===== config.mk =====
export PLATFORM = sky130hd
export DESIGN_NAME = seg7_display_mux_flat
export DESIGN_NICKNAME = d
export VERILOG_FILES = /design/src/rtl/seg7_display_mux_if.sv /design/src/rtl/seg7_display_mux.sv /design/src/flat_wrapper.sv
export SDC_FILE = /design/constraint.sdc
export NUM_CORES = 1
export LEC_CHECK = 0
export ABC_CLOCK_PERIOD_IN_PS = 2300
export CAP_MARGIN = 20
export CORE_UTILIZATION = 40
export CTS_CLUSTER_DIAMETER = 50
export CTS_CLUSTER_SIZE = 12
export DETAILED_ROUTE_END_ITERATION = 8
export PLACE_DENSITY = 0.65
export SETUP_SLACK_MARGIN = 0.15
export SYNTH_ARGS = -nofsm -noshare
export SYNTH_HDL_FRONTEND = slang
export SYNTH_SLANG_ARGS = --single-unit

===== constraint.sdc =====
create_clock -name clk -period 2.3 [get_ports clk]
set_input_delay 0.345 -clock clk [delete_from_list [all_inputs] [get_ports clk]]
set_output_delay 0.345 -clock clk [all_outputs]
set_load 0.02 [all_outputs]

===== src/rtl/seg7_display_mux_if.sv =====
// seg7_display_mux_if: data/strobe inputs and active-low pin outputs of the seven-segment driver.
interface seg7_display_mux_if #(
    parameter int DIGITS = 4
);
    logic [4*DIGITS-1:0] value;
    logic [DIGITS-1:0]   dp_in;
    logic                load;
    logic [DIGITS-1:0]   an;
    logic [6:0]          seg;
    logic                dp;

    modport master (output value, dp_in, load, input an, seg, dp);
    modport slave  (input value, dp_in, load, output an, seg, dp);
endinterface


===== src/rtl/seg7_display_mux.sv =====
// seg7_display_mux: multiplexed common-anode seven-segment driver with blanking gaps.
// Define SEG7_LZ_BLANK_EN to blank leading-zero digits (digit 0 always shown).
module seg7_display_mux #(
    parameter int DIGITS       = 4,
    parameter int REFRESH_DIV  = 100_000,
    parameter int BLANK_CYCLES = 16
) (
    input logic clk,
    input logic rst,
    seg7_display_mux_if.slave bus
);
    localparam int MAXV = REFRESH_DIV > BLANK_CYCLES ? REFRESH_DIV : BLANK_CYCLES;
    // One extra count of headroom: reset loads BLANK_CYCLES itself, not BLANK_CYCLES-1.
    localparam int CW = $clog2(MAXV + 1);
    localparam int IW = DIGITS > 1 ? $clog2(DIGITS) : 1;
    localparam logic [6:0] HEX [16] = '{
        7'h40, 7'h79, 7'h24, 7'h30, 7'h19, 7'h12, 7'h02, 7'h78,
        7'h00, 7'h10, 7'h08, 7'h03, 7'h46, 7'h21, 7'h06, 7'h0E
    };

    typedef enum logic {BLANK, SHOW} state_t;

    state_t              state, state_n;
    logic [CW-1:0]       cnt, cnt_n;
    logic [IW-1:0]       idx, idx_n;
    logic [4*DIGITS-1:0] shadow_val;
    logic [DIGITS-1:0]   shadow_dp;
    logic [DIGITS-1:0]   an_q, an_n;
    logic [6:0]          seg_q, seg_n;
    logic                dp_q, dp_n;
    logic [3:0]          nib;
    logic                lz;

    assign nib = shadow_val[4*idx +: 4];
`ifdef SEG7_LZ_BLANK_EN
    assign lz = (idx != '0) && ((shadow_val >> (4*idx)) == '0);
`else
    assign lz = 1'b0;
`endif

    always_ff @(posedge clk) begin
        if (rst) begin
            state      <= BLANK;
            cnt        <= CW'(BLANK_CYCLES);
            idx        <= '0;
            shadow_val <= '0;
            shadow_dp  <= '0;
            an_q       <= '1;
            seg_q      <= 7'h7F;
            dp_q       <= 1'b1;
        end else begin
            state <= state_n;
            cnt   <= cnt_n;
            idx   <= idx_n;
            an_q  <= an_n;
            seg_q <= seg_n;
            dp_q  <= dp_n;
            if (bus.load) begin
                shadow_val <= bus.value;
                shadow_dp  <= bus.dp_in;
            end
        end
    end

    // Outputs are only recomputed on the BLANK/SHOW boundaries, so they stay frozen within a state.
    always_comb begin
        state_n = state;
        cnt_n   = cnt - 1'b1;
        idx_n   = idx;
        an_n    = an_q;
        seg_n   = seg_q;
        dp_n    = dp_q;
        if (cnt == '0) begin
            if (state == BLANK) begin
                state_n = SHOW;
                cnt_n   = CW'(REFRESH_DIV - 1);
                an_n    = ~(DIGITS'(1) << idx);
                seg_n   = lz ? 7'h7F : HEX[nib];
                dp_n    = ~shadow_dp[idx];
            end else begin
                state_n = BLANK;
                cnt_n   = CW'(BLANK_CYCLES - 1);
                idx_n   = (idx == IW'(DIGITS - 1)) ? '0 : idx + 1'b1;
                an_n    = '1;
                seg_n   = 7'h7F;
                dp_n    = 1'b1;
            end
        end
    end

    assign bus.an  = an_q;
    assign bus.seg = seg_q;
    assign bus.dp  = dp_q;
endmodule


===== src/flat_wrapper.sv =====
// flat-port wrapper written by rule: the top's interface ports become plain ports
module seg7_display_mux_flat 
#(
    parameter int DIGITS       = 4,
    parameter int REFRESH_DIV  = 100_000,
    parameter int BLANK_CYCLES = 16
)
  (clk, rst, bus_value, bus_dp_in, bus_load, bus_an, bus_seg, bus_dp);
  seg7_display_mux_if #(.DIGITS(DIGITS)) bus_i ();
  input logic clk;
  input logic rst;
  input wire logic [$bits(bus_i.value)-1:0] bus_value;
  input wire logic [$bits(bus_i.dp_in)-1:0] bus_dp_in;
  input wire logic [$bits(bus_i.load)-1:0] bus_load;
  output wire logic [$bits(bus_i.an)-1:0] bus_an;
  output wire logic [$bits(bus_i.seg)-1:0] bus_seg;
  output wire logic [$bits(bus_i.dp)-1:0] bus_dp;
  assign bus_i.value = bus_value;
  assign bus_i.dp_in = bus_dp_in;
  assign bus_i.load = bus_load;
  assign bus_an = bus_i.an;
  assign bus_seg = bus_i.seg;
  assign bus_dp = bus_i.dp;
  seg7_display_mux #(.DIGITS(DIGITS), .REFRESH_DIV(REFRESH_DIV), .BLANK_CYCLES(BLANK_CYCLES)) u_core (.clk(clk), .rst(rst), .bus(bus_i));
endmodule

==> out/results.ini, run 1 <==
[synthesis]
synthTopCellsByArea=dfxtp_1 43%, mux2i_1 11%, nor2_1 6.8%
postSynthCellCount=249
yosys.area.top_type_share=0.426
syn_area_per_cell_sq_um=9.82
yosys_register_bits=52
syn_area_sq_mm=0.00244
synthDistinctLibCells=41
yosysWarnings=0
syn-num-nets=283
async_reset_ff_frac=0
yosysSeqAreaShare=0.426
yosys.area.top_type=dfxtp_1
synth_edf_count=0
synth_top_flop_cell=dfxtp_1

[sta]
rsz0062_at_grt=no
final_hold_viol_count=0
tightest_slew_ps=498
clock.fmax_mhz=507
slew_viol_final=0
setup_viol_count_final=0
fin_setup_tns_ps=0
slew-limit-headroom=0.665
min_period_ps=1970
fin_worst_skew_ps=8.75
setup_slack_ps=327
fin_crit_sh=0.858

[critical_path]
critical_path_peak_fanout=5
reg2reg_from=u_core.idx[0]
cp.depth=5
critical_path_class=flip-flop to flip-flop
path_cells=mux4_2 -> ha_1 -> mux2i_1 -> nor2_1 -> o32a_1
critPathCaptureType=flip-flop
worstPathArrival_ps=2170
reg2reg_slack_ps=330
crit_family=multiplexers
max_stage_delay_ps=620
rr_endpoint=u_core.bus.seg[4]
crit_start=u_core.idx[0]
crit_slowest_cell=mux4_2
crit_required_ps=2500
reg2reg_depth=5
crit_path_end=u_core.bus.seg[4]
path_buf_inv=0
cp-start-kind=flip-flop

[power_and_ir_drop]
vdd_drop_max_uv=358
p_per_area_mw_per_mm2=879
leakagePower_nw=1.20

[global_routing]
overflow=0
grt_usage=0.169
antenna_found_initial=0
grt_first_pass_wirelength_microns=8250
grt_max_degree=24
grt_pass1_vias=1804

[place]
gp_congestion=0.869
post-place-ws_ps=327
dp_hpwl_microns=3460
io_buffers=34
dp_cells=355

[clock_tree]
cts_buffers=5
cts_sinks=52
tritoncts=built
clk_latency_ps=310
hold_buffers=0
clkTransAtPathRegs_ps=90
cts_buffer_depth=2
cts_root_buf=clkbuf_8
cts.htree.levels=2

[detailed_routing]
ant_nets=0
detail_route.iter0.violations=76
drc=0
wl_microns=4740
num_vias=1874
drtPass1Iterations=4
routed_via_density=5.16
wl_per_cell_microns=13.0

[die]
num_rows=28
core-area_sq_mm=0.00592
ioPinCount=35
die_area_sq_mm=0.00643
start_util=0.413
die_y_microns=80.2
die_w_microns=80.2

[finish]
final_cell_mix=52 x dfxtp_1, 44 x nor2_1, 34 x clkdlybuf4s50_1
area_delta_synth_final_pct=22.8
final_util=0.507
instances_no_fill=363
drive_gt1_frac=0.111
fillerInstances=557
final_common_cell=dfxtp_1
regArea_sq_mm=0.00104
multiInputGateArea_sq_mm=0.00133
fin_nets=321
diodes=0

[min_path]
min_path_type=flip-flop to flip-flop

[outcome]
status=finished clean

[job]
cap_violations=0

-- metrics by stage --
step / hold WS (ps) / power, mW / instance area, sq um
3_3_place_gp: 458 / 2.02 / 2890
4_1_cts: 490 / 2.66 / 3000
3_5_place_dp: 466 / 2.03 / 2890
2_1_floorplan: 441 / 1.78 / 2440
6_report: 485 / 2.64 / 3000
5_1_grt: 503 / 2.83 / 3000
-- logic make-up (layout without fill, tap and decap cells) --
family / count (synthesis) / in the layout / synth area share
buffers and inverters: 20 / 59 / 0.0348
AOI/OAI and AO/OA: 33 / 33 / 0.0865
DFF: 52 / 52 / 0.426
adders and majority gates: 11 / 11 / 0.0563
xor gates and xnor gates: 11 / 11 / 0.0394
muxes: 32 / 32 / 0.157
and+or+nand+nor: 90 / 90 / 0.201
-- power breakdown --
part | leakage [nW] | switching (mW) | internal [mW]
Sequential | 0.426 | 0.154 | 1.04
Combinational | 0.720 | 0.421 | 0.400
Clock | 0.0552 | 0.300 | 0.323
-- worst min path at each step --
stage | from | end | slack, ps | depth (start not counted)
after floorplan | u_core.cnt[0] | u_core.cnt[0] | 440 | 1
after global placement | u_core.cnt[0] | u_core.cnt[0] | 460 | 1
after detailed placement | u_core.bus.seg[6] | u_core.bus.seg[6] | 470 | 1
after CTS | u_core.cnt[0] | u_core.cnt[0] | 490 | 1
after global routing | u_core.cnt[0] | u_core.cnt[0] | 500 | 1
final | u_core.cnt[0] | u_core.cnt[0] | 480 | 1
-- layer usage --
layer,GRT usage,up-vias,share of wire
met3,0.0409,11,0.037
met5,0,-,0
li1,-,953,-
met1,0.215,878,0.47
met2,0.262,32,0.47
met4,0.0875,0,0.027
-- Yosys cell counts, drive strengths merged, types with 5 or more instances --
| cell type | count |
|---|---|
| nor2 | 44 |
| inv | 9 |
| nor4 | 5 |
| xnor2 | 5 |
| nand3 | 6 |
| mux4 | 5 |
| mux2i | 27 |
| nand2 | 7 |
| and3 | 6 |
| o21ai | 11 |
| xor2 | 6 |
| ha | 11 |
| a21oi | 10 |
| buf | 7 |
| dfxtp | 52 |
-- area by class of cell --
class                   count  area share
flip-flops and latches     52       0.347
clock buffers               6      0.0242
multi-input cells         177       0.441
repair buffers             42       0.133
well taps                  75      0.0313
inverters                   9      0.0113
clock inverters             2      0.0117
-- registers in the layout, indices dropped and copies added (netlist names) --
register	count
u_core.cnt	17
u_core.bus.an	4
u_core.shadow_val	16
u_core.shadow_dp	4
u_core.state	1
u_core.bus.seg	7
u_core.bus.dp	1
u_core.idx	2
-- timing repair --
action | 4_1_cts | 5_1_grt
endpoints found under the setup margin | 0 | 1
setup buffers | 0 | 0
endpoints found under the hold margin | 0 | 0
resized for setup | 0 | 1
(Power assumes the default switching activity.)
==> run 2: changes to the inputs <==
--- a/config.mk
+++ b/config.mk
@@ -16,3 +16,4 @@
 export SYNTH_ARGS = -nofsm -noshare
 export SYNTH_HDL_FRONTEND = slang
 export SYNTH_SLANG_ARGS = --single-unit
+export TNS_END_PERCENT = 1
==> results of run 2 <==
The final DEF is identical to that of run 1; final timing and power are the same.
==> run 3: changes to the inputs <==
--- a/config.mk
+++ b/config.mk
@@ -13,6 +13,7 @@
 export DETAILED_ROUTE_END_ITERATION = 8
 export PLACE_DENSITY = 0.65
 export SETUP_SLACK_MARGIN = 0.15
+export SLEW_MARGIN = 20
 export SYNTH_ARGS = -nofsm -noshare
 export SYNTH_HDL_FRONTEND = slang
 export SYNTH_SLANG_ARGS = --single-unit
==> results of run 3 <==
The final DEF is identical to that of run 1; final timing and power are the same.
